**src/rtl/c499_sec_encoder_if.sv**
```systemverilog
// Streaming interface of the c499 SEC encoder.
//   in_valid/in_ready/in_data : data-word input handshake
//   inj_arm/inj_pos           : fault-injection request, sampled with an input word
//   out_valid/out_ready       : codeword output handshake
//   out_data/out_chk/out_cen  : codeword data bits, check bits c0..c7, check-enable
//   out_injected              : presented codeword carries an injected fault
// master = the side that supplies words and sinks codewords; slave = the encoder.
interface c499_sec_encoder_if;
  logic        in_valid;
  logic        in_ready;
  logic [31:0] in_data;
  logic        inj_arm;
  logic [5:0]  inj_pos;
  logic        out_valid;
  logic        out_ready;
  logic [31:0] out_data;
  logic [7:0]  out_chk;
  logic        out_cen;
  logic        out_injected;

  modport master (
    output in_valid, in_data, inj_arm, inj_pos, out_ready,
    input  in_ready, out_valid, out_data, out_chk, out_cen, out_injected
  );

  modport slave (
    input  in_valid, in_data, inj_arm, inj_pos, out_ready,
    output in_ready, out_valid, out_data, out_chk, out_cen, out_injected
  );
endinterface

```
**src/rtl/c499_sec_encoder.sv**
```systemverilog
// c499_sec_encoder: two-stage streaming SEC encoder for the c499 checker.
// A 32-bit word is extended with 8 check bits so that the c499 syndrome is
// zero; one codeword bit may optionally be flipped for decoder testing.
// Ports:
//   CK       : clock, rising edge
//   RN       : asynchronous active-low reset
//   bus      : c499_sec_encoder_if.slave (input word, injection, codeword out)
//   word_cnt : codewords delivered, modulo 2^CNT_W
module c499_sec_encoder #(
  parameter int CNT_W          = 16,
  parameter int INJ_EN_DEFAULT = 0
) (
  input  logic             CK,
  input  logic             RN,
  c499_sec_encoder_if.slave bus,
  output logic [CNT_W-1:0] word_cnt
);

  logic        vld_p1;
  logic        vld_p2;
  logic        ld_p1;
  logic        ld_p2;
  logic        acc_p0;

  logic [31:0] data_p1;
  logic [7:0]  colp_p1;
  logic [7:0]  grpp_p1;
  logic        inj_p1;
  logic [5:0]  pos_p1;

  logic [39:0] cw_p2;
  logic        inj_p2;

  // Column parities: bits k, k+4, k+8, k+12 of the low half (k=0..3) and
  // the same columns of the high half (k=4..7).
  function automatic logic [7:0] col_par(input logic [31:0] d);
    logic [7:0] c;
    c = '0;
    for (int k = 0; k < 4; k++) begin
      c[k]   = d[k]      ^ d[k+4]  ^ d[k+8]  ^ d[k+12];
      c[k+4] = d[k+16]   ^ d[k+20] ^ d[k+24] ^ d[k+28];
    end
    return c;
  endfunction

  // Nibble parities: g[i] = parity of d[4i+3:4i].
  function automatic logic [7:0] grp_par(input logic [31:0] d);
    logic [7:0] g;
    g = '0;
    for (int i = 0; i < 8; i++) begin
      g[i] = ^d[4*i +: 4];
    end
    return g;
  endfunction

  // Each check bit is one column parity plus the two nibbles of the
  // opposite half that the c499 parity tree folds into it.
  function automatic logic [7:0] chk_bits(input logic [7:0] col, input logic [7:0] g);
    logic [7:0] c;
    c[0] = col[0] ^ g[4] ^ g[5];
    c[1] = col[1] ^ g[6] ^ g[7];
    c[2] = col[2] ^ g[4] ^ g[6];
    c[3] = col[3] ^ g[5] ^ g[7];
    c[4] = col[4] ^ g[0] ^ g[1];
    c[5] = col[5] ^ g[2] ^ g[3];
    c[6] = col[6] ^ g[0] ^ g[2];
    c[7] = col[7] ^ g[1] ^ g[3];
    return c;
  endfunction

  // Flip codeword bit pos when en; en is only set for pos < 40.
  function automatic logic [39:0] inject(input logic [39:0] cw, input logic en,
                                         input logic [5:0] pos);
    logic [39:0] m;
    m = en ? (40'd1 << pos) : 40'd0;
    return cw ^ m;
  endfunction

  assign ld_p2        = !vld_p2 || bus.out_ready;
  assign ld_p1        = !vld_p1 || ld_p2;
  assign acc_p0       = bus.in_valid && ld_p1;
  assign bus.in_ready = ld_p1;

  // ---- stage 0 -> stage 1: parity pre-reduction ----
  always_ff @(posedge CK or negedge RN) begin
    if (!RN) begin
      vld_p1 <= 1'b0;
      inj_p1 <= 1'(INJ_EN_DEFAULT);
    end else if (ld_p1) begin
      vld_p1 <= bus.in_valid;
      if (bus.in_valid) begin
        inj_p1 <= bus.inj_arm && (bus.inj_pos < 6'd40);
      end
    end
  end

  always_ff @(posedge CK) begin
    if (acc_p0) begin
      data_p1 <= bus.in_data;
      colp_p1 <= col_par(bus.in_data);
      grpp_p1 <= grp_par(bus.in_data);
      pos_p1  <= bus.inj_pos;
    end
  end

  // ---- stage 1 -> stage 2: check bits and fault injection ----
  always_ff @(posedge CK or negedge RN) begin
    if (!RN) begin
      vld_p2 <= 1'b0;
      cw_p2  <= '0;
      inj_p2 <= 1'b0;
    end else if (ld_p2) begin
      vld_p2 <= vld_p1;
      if (vld_p1) begin
        cw_p2  <= inject({chk_bits(colp_p1, grpp_p1), data_p1}, inj_p1, pos_p1);
        inj_p2 <= inj_p1;
      end
    end
  end

  // ---- stage 2 -> sink: delivered-word counter ----
  always_ff @(posedge CK or negedge RN) begin
    if (!RN) begin
      word_cnt <= '0;
    end else if (vld_p2 && bus.out_ready) begin
      word_cnt <= word_cnt + CNT_W'(1);
    end
  end

  assign bus.out_valid    = vld_p2;
  assign bus.out_cen      = vld_p2;
  assign bus.out_data     = cw_p2[31:0];
  assign bus.out_chk      = cw_p2[39:32];
  assign bus.out_injected = inj_p2;

endmodule

```
**src/flat_wrapper.sv**
```systemverilog
// flat-port wrapper written by rule: the top's interface ports become plain ports
module c499_sec_encoder_flat 
#(
  parameter int CNT_W          = 16,
  parameter int INJ_EN_DEFAULT = 0
)
  (CK, RN, word_cnt, bus_in_valid, bus_in_data, bus_inj_arm, bus_inj_pos, bus_out_ready, bus_in_ready, bus_out_valid, bus_out_data, bus_out_chk, bus_out_cen, bus_out_injected);
  c499_sec_encoder_if bus_i ();
  input  logic CK;
  input  logic RN;
  output logic [CNT_W-1:0] word_cnt;
  input wire logic [$bits(bus_i.in_valid)-1:0] bus_in_valid;
  input wire logic [$bits(bus_i.in_data)-1:0] bus_in_data;
  input wire logic [$bits(bus_i.inj_arm)-1:0] bus_inj_arm;
  input wire logic [$bits(bus_i.inj_pos)-1:0] bus_inj_pos;
  input wire logic [$bits(bus_i.out_ready)-1:0] bus_out_ready;
  output wire logic [$bits(bus_i.in_ready)-1:0] bus_in_ready;
  output wire logic [$bits(bus_i.out_valid)-1:0] bus_out_valid;
  output wire logic [$bits(bus_i.out_data)-1:0] bus_out_data;
  output wire logic [$bits(bus_i.out_chk)-1:0] bus_out_chk;
  output wire logic [$bits(bus_i.out_cen)-1:0] bus_out_cen;
  output wire logic [$bits(bus_i.out_injected)-1:0] bus_out_injected;
  assign bus_i.in_valid = bus_in_valid;
  assign bus_i.in_data = bus_in_data;
  assign bus_i.inj_arm = bus_inj_arm;
  assign bus_i.inj_pos = bus_inj_pos;
  assign bus_i.out_ready = bus_out_ready;
  assign bus_in_ready = bus_i.in_ready;
  assign bus_out_valid = bus_i.out_valid;
  assign bus_out_data = bus_i.out_data;
  assign bus_out_chk = bus_i.out_chk;
  assign bus_out_cen = bus_i.out_cen;
  assign bus_out_injected = bus_i.out_injected;
  c499_sec_encoder #(.CNT_W(CNT_W), .INJ_EN_DEFAULT(INJ_EN_DEFAULT)) u_core (.CK(CK), .RN(RN), .bus(bus_i), .word_cnt(word_cnt));
endmodule
```
**config.mk**
```make
export PLATFORM = sky130hd
export DESIGN_NAME = c499_sec_encoder_flat
export DESIGN_NICKNAME = d
export VERILOG_FILES = /design/src/rtl/c499_sec_encoder_if.sv /design/src/rtl/c499_sec_encoder.sv /design/src/flat_wrapper.sv
export SDC_FILE = /design/constraint.sdc
export NUM_CORES = 1
export LEC_CHECK = 0
export ABC_CLOCK_PERIOD_IN_PS = 3150
export BUFFER_PORTS_ARGS = -buffer_cell sky130_fd_sc_hd__buf_4
export CORE_MARGIN = 5
export CORE_UTILIZATION = 57
export CTS_BUF_LIST = sky130_fd_sc_hd__clkbuf_4 sky130_fd_sc_hd__clkbuf_8
export DETAILED_ROUTE_END_ITERATION = 7
export PLACE_DENSITY = 0.84
export SLEW_MARGIN = 30
export SYNTH_ARGS = -nofsm -noshare
export SYNTH_HDL_FRONTEND = slang
export SYNTH_SLANG_ARGS = --single-unit
```
**constraint.sdc**
```tcl
create_clock -name CK -period 3.15 [get_ports CK]
set_input_delay 0 -clock CK [delete_from_list [all_inputs] [get_ports CK]]
set_output_delay 0 -clock CK [all_outputs]
set_load 0.01 [all_outputs]
```
# == After elaboration in Yosys (flattened, before gate mapping) ==
# Index checks and enable logic that the tools add are counted.
# word_totals
register_bits,114
# classes
n_addsub,1
magnitude_cmp,1
shift,1
mux,1
bitwise_logic,41
n_reduce_logical,17
# op_table
op,count
$mux 40,1
$shl 1x6->40 const A,1
$xor 1x1->1,40
$xor 40x40->40,1
$reduce_xor 4->1,8
$add 16x1->16 const B,1
$lt 6x6->1 const B,1
$reduce_and 2->1,2
$logic_and 1x1->1,3
$logic_not 1->1,2
$logic_or 1x1->1,2

# == Longest topological paths before layout ==
# logic_depth
depth_word,4
depth_mapped,6
mapped_depth_nobuf,5

# == Worst setup path after synthesis ==
# No wires, ideal clock.
# synth_path
path_kind,register to register
start,"reg u_core.vld_p2, in the netlist u_core.bus.out_cen"
end,"reg u_core.colp_p1[0], enable pin"
setup_ns,0.419
t_arrival_ns,2.002
t_required_ns,2.731
slack_ns,0.729
stages_incl_launch_ff,3
path_buffers,0
synth_period_minus_slack_ns,2.421
path_cell_list,dfrtp_1 -> nand3b_1 -> and2_1
# synth_between
elab_chain_cells,4
# synth_rtl
item,line_no,source
from (decl),c499_sec_encoder.sv:20,logic vld_p2;
from (signal assigned),c499_sec_encoder.sv:113,vld_p2 <= vld_p1;
$logic_not 1->1,c499_sec_encoder.sv:79,assign ld_p2 = !vld_p2 || bus.out_ready;
$logic_or 1x1->1,c499_sec_encoder.sv:79,
$logic_or 1x1->1,c499_sec_encoder.sv:80,assign ld_p1 = !vld_p1 || ld_p2;
via bus_in_ready,flat_wrapper.sv:17,output wire logic [$bits(bus_i.in_ready)-1:0] bus_in_ready;
$logic_and 1x1->1,c499_sec_encoder.sv:81,assign acc_p0 = bus.in_valid && ld_p1;
via u_core.acc_p0,c499_sec_encoder.sv:23,logic acc_p0;
to (signal assigned),c499_sec_encoder.sv:100,colp_p1 <= col_par(bus.in_data);
to (decl),c499_sec_encoder.sv:26,logic [7:0] colp_p1;
# The timed path passes the listed nets, and every way through them passes these cells.
# A chain may end at the register's enable or synchronous reset.

# == Worst setup path in the final report ==
# layout_path
start,"reg u_core.vld_p2, in the netlist u_core.bus.out_cen"
end,reg u_core.cw_p2[10]
# layout_between
elab_chain_cells,3
# layout_rtl
item,line_no,source
$logic_not 1->1,c499_sec_encoder.sv:79,
$logic_or 1x1->1,c499_sec_encoder.sv:79,
$reduce_and 2->1 (no line),n/a,
to (signal assigned),c499_sec_encoder.sv:115,"cw_p2 <= inject({chk_bits(colp_p1, grpp_p1), data_p1}, inj_p1, pos_p1);"
to (decl),c499_sec_encoder.sv:31,logic [39:0] cw_p2;
# No other way between the ends.

==> results.py <==
metrics = {
    "floorplan": {
        "die_y_um": 106,
        "ios": 103,
        "row_count": 35,
        "die-area_um2": 11300,
        "core_area_um2": 9150,
        "start_util_pct": 57.8,
        "dieWidth_um": 106,
    },
    "sta": {
        "maxSlewViolCount": 0,
        "finClkSkew_ns": 0.0171,
        "hold_violations": 0,
        "maxSlewHeadroom_pct": 44.9,
        "worstMarginPinSlew_ns": 0.824,
        "fin_tns_setup_ns": 0,
        "rsz0062_at_grt": "no",
        "setup_violations": 0,
        "fmax_ghz": 0.527,
        "layout_min_cycle_time_ns": 1.90,
        "fin_crit_sh_pct": 60.2,
    },
    "clock_tree": {
        "cts-hold-fix-buffers": 43,
        "clock_sinks": 114,
        "cts_tree": "yes",
        "path_clk_slew_ns": 0.07,
        "clk_path_buf_depth": 2,
        "cts_buffers": 17,
        "cts_max_level": 4,
        "post_cts_buffers": 0,
        "worstSkewPairLatency_ns": 0.43,
        "cts_root_buf": "clkbuf_8",
        "post_cts_resized": 0,
    },
    "routing": {
        "vias": 3601,
        "drc": 0,
        "drt_iter0_drc": 233,
        "antenna_left": 0,
        "wl_per_cell_um": 17.7,
        "viasPerCell": 5.12,
        "detail_route.wirelength_mm": 12.5,
        "dr.pass1.iters": 4,
    },
    "setup_path": {
        "cpLargestDelayFamily": "simple AND/OR/NAND/NOR gates",
        "regToRegEndpoint": "u_core.cw_p2[10]",
        "cp_num_buf_inv": 1,
        "cp-end-kind": "flop",
        "r2r_slack_ns": 1.25,
        "worst_ep_required_time_ns": 3.49,
        "path_class": "reg2reg",
        "reg2reg_depth": 5,
        "startpoint": "u_core.bus.out_cen",
        "r2r_start": "u_core.bus.out_cen",
        "crit_fanout": 51,
        "path_cells": "nand2b_1, nand2_2, buf_4, nand2_1, o21ai_1",
        "cp_slowest_cell": "nand2_2",
        "cpPeakStageDelay_ns": 0.62,
        "crit_arrival_ns": 2.23,
        "cp-start-kind": "flop",
    },
    "yosys": {
        "synth-main-ff-cell": "dfrtp_1",
        "syn_nets": 477,
        "ys_seq_elements": 114,
        "synth.distinct_cells": 33,
        "synthCells": 433,
        "syn_area_um2": 5290,
        "ys_async_sr_fraction_pct": 52.6,
        "syn_area_per_cell_um2": 12.2,
        "synth_edf_count": 54,
        "ys_seq_area_share_pct": 59.1,
        "ys_warn_count": 0,
    },
    "power": {
        "seq_power_share_pct": 44.7,
        "switching_share_pct": 26.8,
        "power.share.clock_pct": 35.3,
        "power_density_nw_per_um2": 632,
        "p_total_mw": 4.41,
        "p_comb_share_pct": 20.0,
        "switchingPower_mw": 1.18,
        "p_leak_nw": 2.90,
        "vdd_ir_drop_max_mv": 0.356,
        "internal_power_mw": 3.23,
    },
    "finish": {
        "drive_gt1_share_pct": 25.0,
        "num_antenna_cells": 0,
        "final_cell_mix": "buf_4, nand2_1, xor2_1, dfrtp_1, xnor2_1",
        "final_nets": 624,
        "final_common_cell": "buf_4",
        "syn_to_final_growth_pct": 32.1,
        "finalInstanceArea_um2": 6980,
    },
    "place": {
        "place_congestion": 0.863,
        "port_buffers": 102,
        "hpwl_mm": 8.49,
        "place_area_um2": 6100,
    },
    "grt": {
        "track_usage_pct": 23.2,
        "grt_max_degree": 61,
        "grt_pass1_vias": 3707,
        "antenna_found_initial": 0,
        "grt_overflow": 0,
        "grt_pass1_wl_mm": 19.7,
    },
    "run": {
        "cap_viol_max_count": 0,
    },
    "worst_hold_path": {
        "hp-class": "in2async",
    },
    "outcome": {
        "outcome": "finished, final reports clean",
    },
}
-- final cells by class --
class / count / area, um^2
repair buffers: 148 / 1220
clock inverters: 11 / 185
well taps: 111 / 139
fillers: 572 / 2170
inverters: 2 / 7.51
flip-flops and latches: 114 / 3120
clock buffers: 21 / 270
multi-input cells: 297 / 2040
-- power by group through the flow --
stage / Combinational (mW) / Clock, mW / Sequential [mW]
5_1_grt: 0.963 / 1.66 / 2.00
4_1_cts: 0.889 / 1.57 / 1.97
3_3_place_gp: 0.812 / 0 / 1.98
3_5_place_dp: 0.840 / 0 / 1.99
6_report: 0.883 / 1.56 / 1.97
2_1_floorplan: 0.395 / 0 / 2.01
-- logic make-up (layout without fill, tap and decap cells) --
logic type,after synthesis,in the layout,share of synthesized area (%)
AND/OR/NAND/NOR,133,133,14.3
adder cells (fa/ha/maj),1,1,0.237
XOR/XNOR,119,119,19.7
buffers and inverters,22,182,2.44
AO/OA/AOI/OAI,43,43,4.07
multiplexers,1,1,0.213
flip-flops,114,114,59.1
-- registers in the layout (all words and copies together), names as in the netlist --
| register | count |
|---|---|
| u_core.inj_p1 | 1 |
| u_core.word_cnt | 16 |
| u_core.grpp_p1 | 8 |
| u_core.vld_p1 | 1 |
| u_core.cw_p2 | 40 |
| u_core.bus.out_cen | 1 |
| u_core.data_p1 | 32 |
| u_core.pos_p1 | 6 |
| u_core.bus.out_injected | 1 |
| u_core.colp_p1 | 8 |
-- synthesized netlist by cell type, types with 2 or more instances --
cell type  number  area share (%)
and3_1          5            0.59
nand2b_1        4            0.47
buf_6           3            0.64
inv_1           2            0.14
buf_4           5            0.71
edfxtp_1       54              31
clkbuf_1        8            0.57
nor4b_2         5             1.4
and3b_1         3            0.50
and4bb_1        5             1.2
nand2_1        80             5.7
xnor2_1        59             9.8
dfrtp_1        60              28
o21ai_1        42             4.0
and2b_1         2            0.28
nand3_1         6            0.57
nand4_1         8            0.95
xor2_1         60             9.9
buf_2           4            0.38
nor2_1          5            0.35
-- through the flow --
step	utilization [%]	hold WS [ns]	worst slack, ns	std cells
detailed placement	66.6	0.113	1.29	629
finish	76.3	0.187	1.25	704
CTS	76.3	0.197	1.26	704
floorplan	-	-0.296	0.729	433
global placement	66.6	0.0955	1.39	629
global route	76.3	0.244	1.09	704
-- how the worst max path moves through the flow --
stage / end / slack, ns / cells past startpoint
global route: u_core.cw_p2[34] / 1.09 / 5
floorplan: u_core.colp_p1[0] / 0.73 / 2
detailed placement: u_core.cw_p2[0] / 1.29 / 4
CTS: u_core.cw_p2[4] / 1.26 / 5
finish: u_core.cw_p2[10] / 1.25 / 5
global placement: u_core.cw_p2[34] / 1.39 / 4
-- routing by layer --
layer	GRT usage (%)	vias up	wire length, um
met1	28.6	1682	5150
met5	0	-	0
met4	8.70	0	267
met3	5.83	21	807
li1	-	1761	-
met2	39.5	137	6220
Note: power is estimated with default switching activity, not from simulation.
